### src/rtl/fifo_write_arbiter.sv
// Round-robin write arbiter: several byte producers share one FIFO write port,
// each owner streams up to BURST_LEN beats before the grant rotates.
//
//   state   | meaning
//   --------+-----------------------------------------------------------
//   S_IDLE  | no owner; gnt/fifoWe/ack/busy low, fifoDataIn forced to 0
//   S_GRANT | owner_q holds the grant and writes while its req is high
//           | and the FIFO is not full
module fifo_write_arbiter #(
    parameter int NUM_REQ   = 4,
    parameter int BURST_LEN = 4
) (
    input  logic                   clk,
    input  logic                   reset,
    input  logic [NUM_REQ-1:0]     req,
    input  logic [8*NUM_REQ-1:0]   data,
    output logic [NUM_REQ-1:0]     gnt,
    output logic [NUM_REQ-1:0]     ack,
    output logic [7:0]             fifoDataIn,
    output logic                   fifoWe,
    input  logic                   fifoFull,
    output logic                   busy
);

    localparam int IW = $clog2(NUM_REQ);
    localparam int BW = $clog2(BURST_LEN + 1);

    typedef enum logic {
        S_IDLE  = 1'b0,
        S_GRANT = 1'b1
    } state_t;

    state_t          state_q, state_d;
    logic [IW-1:0]   owner_q, owner_d;
    logic [IW-1:0]   ptr_q, ptr_d;
    logic [BW-1:0]   beats_q, beats_d;

    logic [NUM_REQ-1:0] owner_oh;
    logic [7:0]         sel_data;
    logic               owner_req;
    logic               we;
    logic               rotate;
    logic [BW-1:0]      beats_inc;
    logic [IW-1:0]      search_base;
    logic [IW:0]        srch;

    // Returns {found, winner}: first requester at or after base, wrapping.
    function automatic logic [IW:0] search(input logic [NUM_REQ-1:0] r,
                                           input logic [IW-1:0]      base);
        logic          found;
        logic [IW-1:0] win;
        logic [IW-1:0] idx;
        found = 1'b0;
        win   = '0;
        for (int i = 0; i < NUM_REQ; i++) begin
            idx = IW'((int'(base) + i) % NUM_REQ);
            if (!found && r[idx]) begin
                found = 1'b1;
                win   = idx;
            end
        end
        return {found, win};
    endfunction

    function automatic logic [IW-1:0] next_idx(input logic [IW-1:0] o);
        return (o == IW'(NUM_REQ - 1)) ? '0 : o + IW'(1);
    endfunction

    always_comb begin
        owner_oh = {{(NUM_REQ-1){1'b0}}, 1'b1} << owner_q;
        owner_req = req[owner_q];
        sel_data = 8'h00;
        for (int k = 0; k < NUM_REQ; k++) begin
            if (owner_q == IW'(k)) begin
                sel_data = data[8*k +: 8];
            end
        end
    end

    always_comb begin
        state_d   = state_q;
        owner_d   = owner_q;
        ptr_d     = ptr_q;
        beats_d   = beats_q;
        gnt       = '0;
        ack       = '0;
        fifoWe    = 1'b0;
        fifoDataIn = 8'h00;
        busy      = 1'b0;

        we        = (state_q == S_GRANT) && owner_req && !fifoFull;
        beats_inc = beats_q + BW'(1);
        rotate    = 1'b0;
        // From IDLE the search starts at ptr; on rotation it starts past the owner.
        search_base = (state_q == S_IDLE) ? ptr_q : next_idx(owner_q);
        srch      = search(req, search_base);

        case (state_q)
            S_IDLE: begin
                if (srch[IW]) begin
                    state_d = S_GRANT;
                    owner_d = srch[IW-1:0];
                    beats_d = '0;
                end
            end
            S_GRANT: begin
                gnt        = owner_oh;
                busy       = 1'b1;
                fifoWe     = we;
                ack        = we ? owner_oh : '0;
                fifoDataIn = sel_data;
                rotate     = !owner_req || (we && (beats_inc == BW'(BURST_LEN)));
                if (we) begin
                    beats_d = beats_inc;
                end
                if (rotate) begin
                    ptr_d   = search_base;
                    beats_d = '0;
                    if (srch[IW]) begin
                        owner_d = srch[IW-1:0];
                    end else begin
                        state_d = S_IDLE;
                    end
                end
            end
            default: begin
                state_d = S_IDLE;
            end
        endcase
    end

    always_ff @(posedge clk or negedge reset) begin
        if (!reset) begin
            state_q <= S_IDLE;
            owner_q <= '0;
            ptr_q   <= '0;
            beats_q <= '0;
        end else begin
            state_q <= state_d;
            owner_q <= owner_d;
            ptr_q   <= ptr_d;
            beats_q <= beats_d;
        end
    end

endmodule

### config.mk
export PLATFORM = sky130hd
export DESIGN_NAME = fifo_write_arbiter
export DESIGN_NICKNAME = d
export VERILOG_FILES = /design/src/rtl/fifo_write_arbiter.sv
export SDC_FILE = /design/constraint.sdc
export NUM_CORES = 1
export LEC_CHECK = 0
export CAP_MARGIN = 15
export CORE_MARGIN = 3
export CORE_UTILIZATION = 36
export CTS_CLUSTER_DIAMETER = 120
export DETAILED_ROUTE_END_ITERATION = 12
export GPL_TIMING_DRIVEN = 1
export HOLD_SLACK_MARGIN = 0.06
export PLACE_DENSITY_LB_ADDON = 0.05
export SYNTH_ARGS = -nofsm -noshare
export SYNTH_HDL_FRONTEND = slang
export SYNTH_SLANG_ARGS = --single-unit
### constraint.sdc
create_clock -name clk -period 2.7 [get_ports clk]
set_clock_uncertainty 0.15 [all_clocks]
set_input_delay 0.405 -clock clk [delete_from_list [all_inputs] [get_ports clk]]
set_output_delay 0.405 -clock clk [all_outputs]
set_load 0.005 [all_outputs]
After elaboration in Yosys (flattened, before gate mapping):

Cells that the tools add are included.

* register bits: 8
* latch bits: 0
* RAM bits: 0
* bits in read-only memories: 0
* output and inout port bits: 18
* logic and storage cells: 78
* memories: 0

* $add $sub $neg: 5
* multipliers: 0
* div/mod/pow operators: 0
* magnitude comparators: 5
* equal/unequal tests: 7
* shift-type cells: 1
* muxes and demuxes: 40
* bitwise logic cells: 1
* reduce and logical (&&, ||, !) cells: 15

Operators by type and width (number)
* $mux W8: 5
* $mux W2: 8
* $lt A2 B3 Y1 const B: 5
* $mux W1: 13
* $mux W4: 3
* $bmux W1 S2: 5
* $mux W3: 3
* $logic_and A1 B1 Y1: 6
* $pmux W3 S2: 1
* $logic_not A1 Y1: 5
* $add A2 B1 Y2 const B: 2
* $add A2 B2 Y2 const B: 2
* $eq A2 B2 Y1 const B: 2
* $pmux W2 S2: 1
* $reduce_and A2 Y1: 2
* $shl A1 B2 Y4 const A: 1
* $add A3 B1 Y3 const B: 1
* $eq A3 B3 Y1 const B: 1
* $ne A3 B1 Y1 const B: 1
* $eq A2 B1 Y1 const B: 1
* $logic_not A2 Y1: 1
* $ne A2 B1 Y1 const B: 1
* $ne A2 B2 Y1 const B: 1
* $pmux W1 S2: 1
* other kinds (2): 2

Depth between registers and ports, before layout:

* depth in word-level cells: 18
* depth in mapped cells: 7
* depth with buffers taken out: 6

Least setup slack after synthesis:

Ideal clock, no wire load.

* kind: flip-flop to output port
* start point: register owner_q[0]
* end point: output fifoDataIn[0]
* arrival: 1.545 ns
* setup slack: 0.600 ns
* cell stages (with the launch flop): 8
* buffers on the path: 1
* cells stage by stage: dfrtp_1 > inv_1 > ha_1 > nor2b_1 > clkbuf_1 > a221oi_1 > a211o_1 > a21oi_1

* longest elaborated chain between the ends: 6

Ends and longest elaborated chain
* start, declared: line 34 `logic [IW-1:0] owner_q, owner_d;`
* start signal, assigned: line 140 `owner_q <= owner_d;`
* $logic_not A2 Y1: line 74 `if (owner_q == IW'(k)) begin`
* $mux W8 (3 in series): line 74
* $mux W8 (*): line 74
* $mux W8 (*): line 98 `case (state_q)`
* end, declared: line 19 `output logic [7:0] fifoDataIn,`

Mark *: on every way between the ends. The rest lies on a longest branch, timed or not.

Worst setup path after layout:

* start point: input req[2]
* end point: output fifoWe

* longest elaborated chain between the ends: 5

Ends and longest elaborated chain
* start, declared: line 15 `input logic [NUM_REQ-1:0] req,`
* $bmux W1 S2: line 71 `owner_req = req[owner_q];`
* $mux W1 (not written as such): line 71
* $logic_and A1 B1 Y1 (2 in series): line 91 `we = (state_q == S_GRANT) && owner_req && !fifoFull;`
* $mux W1: line 98
* end, declared: line 20 `output logic fifoWe,`

No other way between the ends. The select of a mux whose other input is x is not followed.

==> flow_metrics.tcl <==
set metrics [dict create \
    outcome "complete, no violations" \
    ys.flop_type "dfrtp_1" \
    fill_cells 188 \
    post_dp_cell_area_um2 1550 \
    hold_viol_final 0 \
    synth.most_common_cell "inv_1" \
    peakVddDrop_mv 0.6315 \
    syn_area_um2 895.9 \
    yosys.area.top_type "dfrtp_1" \
    busiest_layer "met2" \
    wirelength_um 3155 \
    die_x_um 55.89 \
    cp_common_cell "clkdlybuf4s50_1" \
    synth_compound_area_share_pct 32.54 \
    grt_pass1_wl_um 5119 \
    crit_path_start "req[2]" \
    synth_top_family_by_area "compound AO/OA/AOI/OAI gates" \
    setup-violations-final 0 \
    overflow 0 \
    synth.area.mux_share_pct 6.145 \
    crit_path_end_kind "output port" \
    yosysUniqueCellTypes 31 \
    dieArea_um2 3123 \
    crit_chain "clkdlybuf4s50_1 > mux4_2 > nor3b_2 > buf_4 > clkdlybuf4s50_1" \
    antenna_left 0 \
    wire_per_inst_um 15.02 \
    grt_antenna_before_repair 0 \
    p_per_area_nw_per_um2 904.6 \
    regArea_um2 200.2 \
    fin_area_um2 1614 \
    core_um2 2276 \
    rsz0062_at_grt "yes" \
    drtIter0Drc 30 \
    via_per_inst 5.252 \
    cts_buffer_depth 2 \
    yosysWarnings 0 \
    clock_latency_ns 0.24 \
    synth_edf_count 0 \
    max_stage_delay_ns 0.48 \
    synth.cells.most_frequent "inv_1 (14), nand2_1 (13), a21oi_1 (10)" \
    synthAdderAreaFrac_pct 8.380 \
    synth_area_per_cell_um2 7.858 \
    layout-drive-gt1-share_pct 21.43 \
    maxCapViolCount 0 \
    cts.sinks 8 \
    cts_root_buffer "clkbuf_4" \
    arrival_ns 2.09 \
    power.leakage_nw 0.7461 \
    clk_pin_slew_worst_paths_ns 0.05 \
    cts_tree "yes" \
    dr_total_vias 1103 \
    worstMarginPinSlew_ns 0.6247 \
    synthArstFlopShare_pct 100.0 \
    grt_pass1_vias 1057 \
    syn_nets 159 \
    multi_input_area_um2 645.6 \
    grtUsageMet3_pct 2.552 \
    synth_xor_area_share_pct 0 \
    slew_viol_final 0 \
    synth_area_leaders "dfrtp_1 (22%), a211o_1 (8.8%), ha_1 (8.4%)" \
    io_pins 57 \
    min_path_type "in -> async" \
    timing.rr.start "owner_q[0]$_DFFE_PN0P_" \
    hpwl_um 2533 \
    grt_max_degree 19 \
    grt_use_total_pct 20.32 \
    netlist.area_leader.share_pct 22.35 \
    dp_cells 202 \
    numCtsBuffers 3 \
    maxSlewHeadroom_pct 57.97 \
    synth-simple-area-share_pct 21.23 \
    grt.met1_usage_pct 27.26 \
    syn_to_final_growth_pct 80.17 \
    start_kind "input pin" \
    fin_crit_sh_pct 98.08 \
    first_pass_iters 4 \
    tns_ns 0 \
    ctsHoldBuffers 0 \
    syn_inst 114 \
    use_met2_pct 33.95 \
    gp_congestion 0.8026 \
    drc_errors 0 \
    ys_seq_elements 8 \
    final_nets 229 \
    crit_type "in -> out" \
    h-tree-depth 1 \
    die_h_um 55.89 \
    num_rows 17 \
    antenna_cells 0 \
    required_ns 2.14 \
    start_util_pct 39.36 \
    io_buffers 56 \
    fmax_mhz 377.6 \
    instances_no_fill 210 \
    path_max_fanout 6 \
    yosysSeqAreaShare_pct 22.35 \
    r2r_cells 5 \
    crit_slowest_cell "mux4_2" \
    fin_crit_ns 2.648 \
]
## worst max-delay path: cells and delay by family
| kind | cells | cell delay (ns) |
|---|---|---|
| multiplexers | 1 | 0.48 |
| AND/OR/NAND/NOR | 1 | 0.17 |
| buffers and inverters | 3 | 1.04 |
## report_power, final
part           internal [mW]  total (mW)  switching, mW  leakage, nW
clock                 0.0504      0.0849         0.0345       0.0138
combinational          0.654        1.18          0.525        0.635
sequential             0.166       0.196         0.0299       0.0973
total                  0.871        1.46          0.590        0.746
## cells in the final DEF, fill, tap and decap left out, types with 2 or more instances in the layout
| cell type | instances |
|---|---|
| clkdlybuf4s50_1 | 43 |
| buf_4 | 16 |
| inv_1 | 13 |
| nand2_1 | 13 |
| a211o_1 | 9 |
| and2_1 | 9 |
| a21oi_1 | 8 |
| dfrtp_1 | 8 |
| dlygate4sd2_1 | 7 |
| clkbuf_2 | 5 |
| a221oi_1 | 4 |
| nand2b_1 | 4 |
| ha_1 | 4 |
| a221oi_2 | 3 |
| o21ai_0 | 3 |
| o21a_1 | 3 |
| clkbuf_4 | 3 |
| a211oi_1 | 2 |
| a21oi_2 | 2 |
| nor2_1 | 2 |
| mux2_2 | 2 |
| ha_2 | 2 |
## final timing paths
check	endpoint	slack, ns
worst max register to register	owner_q[1]$_DFFE_PN0P_	0.65
worst max-delay path	fifoWe	0.05
max in group asynchronous	ptr_q[1]$_DFFE_PN0P_	1.89
worst min register to register	beats_q[2]$_DFFE_PN0P_	0.33
worst min-delay path	state_q$_DFF_PN0_	0.27
min in group clk	beats_q[2]$_DFFE_PN0P_	0.33
## routing by layer
layer / vias to the layer above / share of wire (%)
met5: - / 0
met4: 0 / 1.0
met3: 4 / 6.3
met2: 47 / 47
met1: 506 / 46
li1: 546 / -
## final cells by class
type	count	share of cell area (%)
tap	28	2.171
sequential	8	12.40
multi-input combinational	84	40.00
inverter	14	3.256
clock buffer	3	1.395
timing repair buffer	73	40.78
## kinds of logic after synthesis
group                    count (synthesis)
buffers and inverters                   22
AO/OA/AOI/OAI                           39
AND/OR/NAND/NOR                         35
multiplexers                             4
adder cells (fa/ha/maj)                  6
flip-flops                               8
## timing repair
action	4_1_cts	5_1_grt
gates cloned	0	0
pin swaps	0	1
gates resized for setup	18	16
hold endpoints to repair	0	0
buffers inserted	5	0
setup endpoints to repair	12	7
## state kept, by name (all words and copies together) (netlist names)
| signal | count |
|---|---|
| beats_q | 3 |
| owner_q | 2 |
| ptr_q | 2 |
| state_q | 1 |
## stage by stage
stage / hold slack, ns / setup WS, ns / utilization [%] / power (mW)
2_1_floorplan: -0.04059 / 0.6003 / - / 0.8002
3_3_place_gp: 0.3131 / -0.08740 / 68.11 / 1.310
3_5_place_dp: 0.3232 / -0.1231 / 68.11 / 1.350
4_1_cts: 0.2791 / -0.05809 / 70.64 / 1.438
5_1_grt: 0.2714 / -0.0009974 / 70.92 / 1.591
6_report: 0.2731 / 0.05190 / 70.92 / 1.460
Power figures use the tool's default switching activity.
